[src/rtl/word_unpacker_pkg.sv]
// rtl/word_unpacker_pkg.sv - shared constants, state type and helpers for word_unpacker
package word_unpacker_pkg;

  localparam int DEF_WORD_W = 64;
  localparam int DEF_BEAT_W = 8;

  typedef enum logic {
    IDLE = 1'b0,
    SEND = 1'b1
  } state_e;

  // Beat counter width; a single-beat word still needs one bit of counter.
  function automatic int cnt_width(input int nbeats);
    return (nbeats <= 2) ? 1 : $clog2(nbeats);
  endfunction

endpackage

[src/rtl/word_unpacker_beat_counter.sv]
// rtl/word_unpacker_beat_counter.sv - modulo-NBEATS beat counter with clear and last flag
module beat_counter
  import word_unpacker_pkg::*;
#(
  parameter int NBEATS = DEF_WORD_W / DEF_BEAT_W
) (
  input  logic clk,
  input  logic rst_n,
  input  logic clr,
  input  logic inc,
  output logic at_last
);

  localparam int CNT_W = cnt_width(NBEATS);
  localparam logic [CNT_W-1:0] LAST = CNT_W'(NBEATS - 1);

  logic [CNT_W-1:0] cnt_q;
  logic [CNT_W-1:0] cnt_d;

  // Clear wins over increment so a freshly loaded word always starts at beat 0.
  always_comb begin
    cnt_d = cnt_q;
    if (clr) begin
      cnt_d = '0;
    end else if (inc) begin
      cnt_d = (cnt_q == LAST) ? '0 : cnt_q + CNT_W'(1);
    end
  end

  // Counter register.
  always_ff @(posedge clk or negedge rst_n) begin
    if (!rst_n) begin
      cnt_q <= '0;
    end else begin
      cnt_q <= cnt_d;
    end
  end

  assign at_last = (cnt_q == LAST);

endmodule

[src/rtl/word_unpacker.sv]
// rtl/word_unpacker.sv - unloads a wide word as a stream of narrow beats, LSB beat first
module word_unpacker
  import word_unpacker_pkg::*;
#(
  parameter int WORD_W = DEF_WORD_W,
  parameter int BEAT_W = DEF_BEAT_W
) (
  input  logic              clk,
  input  logic              rst_n,
  input  logic [WORD_W-1:0] in_data,
  input  logic              in_valid,
  output logic              in_ready,
  output logic [BEAT_W-1:0] out_data,
  output logic              out_valid,
  input  logic              out_ready,
  output logic              out_last
);

  localparam int NBEATS = WORD_W / BEAT_W;

  if ((WORD_W % BEAT_W) != 0) begin : g_bad_ratio
    $error("word_unpacker: WORD_W must be an integer multiple of BEAT_W");
  end

  state_e            state_q;
  state_e            state_d;
  logic [WORD_W-1:0] buf_q;
  logic [WORD_W-1:0] buf_d;
  logic              at_last;
  logic              accept;
  logic              xfer;

  // Outputs are decoded from registered state only, so an async reset clears them at once.
  assign out_valid = (state_q == SEND);
  assign out_data  = out_valid ? buf_q[BEAT_W-1:0] : '0;
  assign out_last  = out_valid && at_last;

  // A new word may load on the same edge the last beat leaves: no bubble between words.
  assign in_ready = (state_q == IDLE) || (at_last && out_ready);
  assign accept   = in_valid && in_ready;
  assign xfer     = out_valid && out_ready;

  // Next state and next shift-buffer contents.
  always_comb begin
    state_d = state_q;
    buf_d   = buf_q;
    unique case (state_q)
      IDLE: begin
        if (accept) begin
          state_d = SEND;
          buf_d   = in_data;
        end
      end
      SEND: begin
        if (xfer) begin
          if (!at_last) begin
            buf_d = buf_q >> BEAT_W;
          end else if (accept) begin
            buf_d = in_data;
          end else begin
            state_d = IDLE;
          end
        end
      end
      default: state_d = IDLE;
    endcase
  end

  // State and shift-buffer registers.
  always_ff @(posedge clk or negedge rst_n) begin
    if (!rst_n) begin
      state_q <= IDLE;
      buf_q   <= '0;
    end else begin
      state_q <= state_d;
      buf_q   <= buf_d;
    end
  end

  // Beat position within the held word; wraps to 0 after the last beat.
  beat_counter #(
    .NBEATS (NBEATS)
  ) u_beat_counter (
    .clk     (clk),
    .rst_n   (rst_n),
    .clr     (accept),
    .inc     (xfer),
    .at_last (at_last)
  );

endmodule

[config.mk]
export PLATFORM = sky130hd
export DESIGN_NAME = word_unpacker
export DESIGN_NICKNAME = d
export VERILOG_FILES = /design/src/rtl/word_unpacker_pkg.sv /design/src/rtl/word_unpacker_beat_counter.sv /design/src/rtl/word_unpacker.sv
export SDC_FILE = /design/constraint.sdc
export NUM_CORES = 1
export LEC_CHECK = 0
export ABC_AREA = 1
export CAP_MARGIN = 30
export CORE_ASPECT_RATIO = 1.5
export CORE_MARGIN = 5
export CORE_UTILIZATION = 30
export CTS_CLUSTER_DIAMETER = 100
export DETAILED_ROUTE_END_ITERATION = 10
export PLACE_DENSITY_LB_ADDON = 0.2
export SYNTH_ARGS = -nofsm -noshare
export SYNTH_HDL_FRONTEND = slang
export SYNTH_SLANG_ARGS = --single-unit
export TNS_END_PERCENT = 1
[constraint.sdc]
create_clock -name clk -period 1.84 [get_ports clk]
set_clock_uncertainty 0.1 [all_clocks]
set_input_delay 0.368 -clock clk [delete_from_list [all_inputs] [get_ports clk]]
set_output_delay 0.368 -clock clk [all_outputs]
set_load 0.1 [all_outputs]
==> metrics.log, run 1 <==
[metrics] sequential share of the synthesized area: 49.3%
[metrics] post-route non-filler standard cell count: 690
[metrics] VDD IR max: 0.000569 V
[metrics] proportion of layout cells with a drive suffix above 1: 20.0%
[metrics] Final #Nets: 605
[metrics] count of pins over their slew limit: 0
[metrics] critical path arrival: 1.53 ns
[metrics] Max Cap Violations: 0
[metrics] number of sinks on the clock net: 68
[metrics] critical path launch point type: flip-flop
[metrics] violations in the final reports: setup timing
[metrics] Max clock buf depth: 2
[metrics] FP Rows: 48
[metrics] Post-DRT Antenna Nets: 0
[metrics] number of antenna repair diodes: 0
[metrics] run status: finished with violations
[metrics] most common cell after layout, fill and taps aside: sky130_fd_sc_hd__nand2_1
[metrics] Avg Inst Size Synth: ~7.9 µm²
[metrics] mean number of vias per cell: 4.63
[metrics] CTS H-Tree Depth: 3
[metrics] gp weighted congestion: 0.799
[metrics] post-layout minimum cycle time: 1.99 ns
[metrics] total global-route track usage: between 10 and 15%
[metrics] total power divided by cell area: 1430 mW/mm²
[metrics] Tcrit/Tclk final: 108%
[metrics] worst slack, placed: -0.0251 ns
[metrics] total of endpoints with negative setup slack in the final report: 44
[metrics] global-route wire length before repair: around 17000 µm
[metrics] Rel. slew slack: 78.1%
[metrics] synthesized cell area: 0.00345 mm²
[metrics] kind of end point of the critical path: output pin
[metrics] worst reg2reg startpoint: u_beat_counter.cnt_q[0]$_DFFE_PN0P_
[metrics] final worst slack: -0.154 ns
[metrics] die area: 0.0138 mm²
[metrics] routed length per placed instance: 14.4 µm
[metrics] layout-stage area growth over the synthesis result: 49.6%
[metrics] initial standard-cell utilization of the core: between 30% and 40%
[metrics] number of placed instances, taps included: 669
[metrics] Boundary Pins: 79
[metrics] count of endpoints failing hold in the final timing report: 0
[metrics] chip height: 141 µm
[metrics] Critical Path Start: u_beat_counter.cnt_q[0]$_DFFE_PN0P_
[metrics] Worst Path Max Fanout: 3
[metrics] number of antenna violations at the first check in global routing: 0
[metrics] HPWL reported at the end of detailed placement: around 7200 µm
[metrics] # fillers: 1133
[metrics] Synthesis Warnings: 0
[metrics] Post-Syn Instances: about 440
[metrics] vias: 3196
[metrics] total core area: around 0.011 mm²
[metrics] register bit count reported by yosys: 68
[metrics] unrepaired setup endpoints after global routing: yes
[metrics] CTS clk-pin slew, worst paths: 0.06 ns
[metrics] clock root buffer: sky130_fd_sc_hd__clkbuf_16
[metrics] drc violations: 0
[metrics] via count of the first global-routing pass: roughly 3400
[metrics] critical path required time: between 1 and 1.5 ns
[metrics] cell leakage power: between 2 and 2.5 nW
[metrics] highest achievable clock rate: 502 MHz
[metrics] starting DRC count in detailed routing: approximately 140
[metrics] final WL: 9920 µm
[metrics] Worst-Skew Late Latency: 0.33 ns
[metrics] largest net degree at the start of global routing: 40
[metrics] most frequent cells in the layout: sky130_fd_sc_hd__nand2_1 (124), sky130_fd_sc_hd__dfrtp_1 (67), sky130_fd_sc_hd__clkdlybuf4s50_1 (66), sky130_fd_sc_hd__nand3_1 (45), sky130_fd_sc_hd__nor2_1 (38)
[metrics] router iterations before antenna repair: 4
[metrics] buffers added on ports: 78
[metrics] Die W: 97.6 µm
[metrics] net count after synthesis: 508
[metrics] Num CTS Buffers: 9
[metrics] CTS tree: done
[metrics] path type of the worst setup path: flip-flop to output pin
[metrics] number of different library cells in the post-synthesis netlist: 19
[metrics] measured slew at the worst slew-check pin: 0.329 ns
[metrics] WHS: 0.365 ns
[metrics] Hold WC Path Type: input port to async pin
[metrics] gr ovfl total: 0
==> area by class of cell <==
cell class              count  area, µm²  share of cell area [%]
flip-flops and latches     68       1700                    33.0
multi-input cells         314       1530                    29.7
repair buffers            113       1270                    24.7
clock buffers               9        225                    4.36
well taps                 150        188                    3.64
inverters                  29        145                    2.81
clock inverters             7       91.3                    1.77
==> metal layers <==
layer,part of all wire (%),track usage [%],wire length [µm],up-vias
met1,42,18.0,4170,1515
met2,53,26.0,5220,65
met3,3.0,2.46,298,18
met4,2.4,7.00,234,0
li1,-,-,-,1598
met5,0,0,0,-
==> worst max-delay path, cell delays in order (launching register included) <==
cell and delay [ns]:
sky130_fd_sc_hd__dfrtp_1 0.39, sky130_fd_sc_hd__ha_2 0.20, sky130_fd_sc_hd__ha_4 0.17, sky130_fd_sc_hd__nand2_2 0.08, sky130_fd_sc_hd__nand2_4 0.06, sky130_fd_sc_hd__buf_12 0.14, sky130_fd_sc_hd__buf_12 0.15
==> cells by family (layout without fill, tap and decap cells) <==
logic type               Yosys count  after routing  synth area share [%]
AO/OA/AOI/OAI                     48             48                  7.47
adder cells (fa/ha/maj)            2              2                 0.725
buffers and inverters             56            158                  7.07
flip-flops                        68             68                  49.3
AND/OR/NAND/NOR                  264            264                  35.4
==> through the flow <==
step	setup TNS (ns)	total power, mW	area [µm²]	utilization, %
finish	-1.19	7.39	5160	45.2
global route	-7.90	7.88	5160	45.2
CTS	-1.20	7.47	5140	45.0
detailed placement	-0.119	5.54	4760	41.7
global placement	0	5.48	4760	41.7
floorplan	-1.31	4.39	3490	-
==> what timing repair did <==
action,4_1_cts,5_1_grt
hold endpoints to repair,9,0
cloned,0,0
pin swaps,1,1
setup endpoints to repair,8,68
gates resized for setup,8,6
buffers inserted,3,1
hold buffers,1,0
==> state kept, by name, indices dropped and copies added (netlist names) <==
name	flops
buf_q	64
out_valid	1
u_beat_counter.cnt_q	3
==> cells in the mapped netlist, drive strengths merged <==
library cell    n  share of area [%]
dfrtp          68                 49
a21oi          30                4.7
inv            29                3.2
nand2         129                 14
nor2           38                4.1
a31oi           5               0.91
ha              2               0.73
nand3b         29                6.3
clkbuf         12                1.3
nand3          45                6.5
o21ai          13                1.9
buf            15                2.6
or2            23                4.2
==> worst paths after layout <==
path,endpoint,slack [ns],depth (start not counted)
max,in_ready,-0.15,6
min,buf_q[51]$_DFFE_PN0P_,0.37,2
max reg2reg,buf_q[63]$_DFFE_PN0P_,-0.06,10
min reg2reg,buf_q[57]$_DFFE_PN0P_,0.37,2
max in group asynchronous,out_valid$_DFF_PN0_,0.73,3
min in group clk,buf_q[57]$_DFFE_PN0P_,0.37,2
==> where the power goes <==
| part | internal (mW) | leakage, nW | total [mW] | switching [mW] |
|---|---|---|---|---|
| logic | 1.36 | 1.35 | 3.15 | 1.78 |
| clock network | 1.18 | 0.155 | 1.83 | 0.652 |
| registers | 2.09 | 0.827 | 2.42 | 0.331 |
| total | 4.63 | 2.33 | 7.39 | 2.76 |
Note: power is estimated with default switching activity, not from simulation.
==> inputs of run 2 (changes only) <==
Settings changed: ABC_AREA 1 to not set.
==> metrics.log, run 2 <==
[metrics] clock root buffer: sky130_fd_sc_hd__clkbuf_16
[metrics] top_reg_cell synth: sky130_fd_sc_hd__dfrtp_1
[metrics] Worst Path Max Fanout: 5
[metrics] vias: 2875
[metrics] count of endpoints failing hold in the final timing report: 0
[metrics] Combinational Power Share: 44.7%
[metrics] synthesized cell area: roughly 0.0035 mm²
[metrics] unrepaired setup endpoints after global routing: yes
[metrics] router iterations before antenna repair: 4
[metrics] top cell type by total area after synthesis: sky130_fd_sc_hd__dfrtp_1
[metrics] area after detailed placement: 0.00462 mm²
[metrics] net count after synthesis: 380
[metrics] number of placed instances, taps included: 527
[metrics] Num CTS Buffers: 9
[metrics] Worst-Skew Late Latency: ~0.33 ns
[metrics] chip height: 141 µm
[metrics] CTS H-Tree Depth: 3
[metrics] highest achievable clock rate: 507 MHz
[metrics] die area: 0.0138 mm²
[metrics] total global-route track usage: 14.6%
[metrics] HPWL reported at the end of detailed placement: 6450 µm
[metrics] gr ovfl total: 0
[metrics] Avg Inst Size Synth: 11.2 µm²
[metrics] via count of the first global-routing pass: between 3000 and 4000
[metrics] violations in the final reports: setup timing
[metrics] drc violations: 0
[metrics] sequential standard cell area: 0.00171 mm²
[metrics] total of endpoints with negative setup slack in the final report: 4
[metrics] layout-stage area growth over the synthesis result: 44.2%
[metrics] CTS clk-pin slew, worst paths: 0.05 ns
[metrics] starting DRC count in detailed routing: 144
[metrics] most common library cells after synthesis: sky130_fd_sc_hd__dfrtp_1 (68), sky130_fd_sc_hd__a31oi_1 (31), sky130_fd_sc_hd__and3b_1 (31), sky130_fd_sc_hd__o2bb2ai_1 (31)
[metrics] Max clock buf depth: 2
[metrics] total core area: approximately 0.011 mm²
[metrics] Tcrit/Tclk final: 107%
[metrics] Post-Syn Instances: between 300 and 400
[metrics] post-route non-filler standard cell count: roughly 550
[metrics] hold path startpoint: buf_q[32]$_DFFE_PN0P_
[metrics] run status: finished with violations
[metrics] measured slew at the worst slew-check pin: between 0.5 and 0.6 ns
[metrics] buffers added on ports: 78
[metrics] routed length per placed instance: 17.9 µm
[metrics] initial standard-cell utilization of the core: a little under a third
[metrics] net switching power: 2.49 mW
[metrics] Rel. slew slack: 62.8%
[metrics] number of antenna repair diodes: 0
[metrics] top register by number of flip-flops: buf_q
[metrics] Multi-input gate area: 0.00162 mm²
[metrics] final worst slack: -0.134 ns
[metrics] Reg power frac: 33.5%
[metrics] post-layout minimum cycle time: 1.97 ns
[metrics] Synth area leaders: sky130_fd_sc_hd__dfrtp_1 (49%), sky130_fd_sc_hd__and3b_1 (7.9%), sky130_fd_sc_hd__o2bb2ai_1 (7.9%)
[metrics] number of different library cells in the post-synthesis netlist: 30
[metrics] FP Rows: 48
[metrics] Synth top area share: 49.2%
[metrics] Boundary Pins: 79
[metrics] Finished Cell Area: 0.00498 mm²
[metrics] kind of end point of the critical path: output pin
[metrics] switching share of power: 36.2%
[metrics] CTS tree: done
[metrics] sequential share of the synthesized area: 49.2%
[metrics] proportion of power drawn by the clock network: between 20 and 25%
[metrics] global-route wire length before repair: 16200 µm
[metrics] number of antenna violations at the first check in global routing: 0
[metrics] largest net degree at the start of global routing: 40
[metrics] Hold WC Path Type: flip-flop to flip-flop
[metrics] Critical Path Start: u_beat_counter.cnt_q[0]$_DFFE_PN0P_
[metrics] Synthesis Warnings: 0
[metrics] final WL: 9780 µm
[metrics] most common cell after layout, fill and taps aside: sky130_fd_sc_hd__dfrtp_1
[metrics] Final #Nets: 462
[metrics] path type of the worst setup path: flip-flop to output pin
[metrics] critical path required time: 1.37 ns
[metrics] Die W: 97.7 µm
[metrics] proportion of layout cells with a drive suffix above 1: 18.4%
[metrics] number of sinks on the clock net: just under 70
[metrics] most common cell in the synthesized netlist: sky130_fd_sc_hd__dfrtp_1
[metrics] total power divided by cell area: approximately 1400 mW/mm²
[metrics] flip-flop count of the largest register, all copies and words added: 64
[metrics] VDD IR max: 0.000520 V
[metrics] mean number of vias per cell: around 5.3
[metrics] gp weighted congestion: 0.770
[metrics] internal power: 4.38 mW
[metrics] Synth async-reset ratio: 100%
[metrics] count of pins over their slew limit: 0
[metrics] Post-synth EDFFs: 0
[metrics] # fillers: 1100
[metrics] critical path arrival: 1.51 ns
[metrics] cell leakage power: between 2 and 2.5 nW
[metrics] register bit count reported by yosys: 68
[metrics] Post-DRT Antenna Nets: 0
[metrics] most frequent cells in the layout: sky130_fd_sc_hd__dfrtp_1 (67), sky130_fd_sc_hd__clkdlybuf4s50_1 (65), sky130_fd_sc_hd__and3b_1 (31), sky130_fd_sc_hd__a31oi_1 (31), sky130_fd_sc_hd__o2bb2ai_1 (30)
[metrics] critical path launch point type: flip-flop
[metrics] worst reg2reg startpoint: out_valid$_DFF_PN0_
[metrics] Max Cap Violations: 0
==> run 2: cell types whose count changed after synthesis, moves of 19 or more <==
cell                        before  now
sky130_fd_sc_hd__o2bb2ai_1       0   31
sky130_fd_sc_hd__a21oi_1        29    5
sky130_fd_sc_hd__nand2_1       126    4
sky130_fd_sc_hd__inv_1          26    7
sky130_fd_sc_hd__or2_2          23    0
sky130_fd_sc_hd__nand3b_1       29    0
sky130_fd_sc_hd__nor2_1         38    6
sky130_fd_sc_hd__a31oi_1         5   31
sky130_fd_sc_hd__and3b_1         0   31
sky130_fd_sc_hd__nand3_1        45    0
==> run 2: power groups by stage <==
stage / Sequential (mW) / Combinational (mW) / Clock [mW]
floorplan: 2.23 / 2.04 / 0
global placement: 2.31 / 2.95 / 0
detailed placement: 2.31 / 2.99 / 0
CTS: 2.30 / 3.08 / 1.53
global route: 2.37 / 3.30 / 1.59
finish: 2.30 / 3.07 / 1.50
==> run 2: kinds of logic after synthesis <==
family	share of synthesized area (%)
compound gates	25.6
fa+ha+maj	0.724
buf+inv	6.33
flops	49.2
mux	0.326
simple gates	17.8
==> run 2: cell type report <==
type | count | area share [%]
well taps | 150 | 3.77
flip-flops and latches | 68 | 34.2
clock buffers | 12 | 4.75
clock inverters | 3 | 0.301
repair buffers | 106 | 23.9
inverters | 7 | 0.527
multi-input cells | 200 | 32.6
==> run 2: final timing paths <==
path | end | slack (ns) | depth (start not counted)
hold reg to reg | buf_q[32]$_DFFE_PN0P_ | 0.38 | 1
setup reg to reg | buf_q[34]$_DFFE_PN0P_ | 0.04 | 4
min in group asynchronous | buf_q[60]$_DFFE_PN0P_ | 0.47 | 2
max in group asynchronous | buf_q[9]$_DFFE_PN0P_ | 0.60 | 3
hold / removal | buf_q[32]$_DFFE_PN0P_ | 0.38 | 1
setup / recovery | out_last | -0.13 | 5
==> run 2: timing repair <==
action,CTS,global route
setup endpoints to repair,72,54
pin swaps,4,3
resized for setup,12,5
gates cloned,1,0
setup buffers,1,1
endpoints found under the hold margin,37,0
hold buffers,1,0
==> run 2: through the flow <==
step                      power, mW  setup WS (ns)  hold WS [ns]  setup TNS, ns  util [%]
after floorplan                4.27        -0.0137       -0.0276         -0.123         -
after global placement         5.26         -0.204         0.293          -9.92      40.5
after detailed placement       5.30         -0.273         0.299         -12.45      40.5
after CTS                      6.91         -0.163         0.384         -0.566      43.4
after global routing           7.26         -0.180         0.398          -1.79      43.7
final                          6.87         -0.134         0.382         -0.475      43.7
==> run 2: critical path, cell delays in order, from the launching register on <==
cell                      delay (ns)
sky130_fd_sc_hd__dfrtp_1        0.38
sky130_fd_sc_hd__ha_2           0.20
sky130_fd_sc_hd__ha_4           0.18
sky130_fd_sc_hd__buf_8          0.13
sky130_fd_sc_hd__and2_4         0.14
sky130_fd_sc_hd__buf_12         0.16
==> run 2: per-layer routing <==
metal,track usage [%],wire length [µm],vias to the layer above
li1,-,-,1369
met1,18.9,4220,1401
met2,24.2,4950,92
met3,2.31,482,13
met4,5.98,129,0
met5,0,0,-
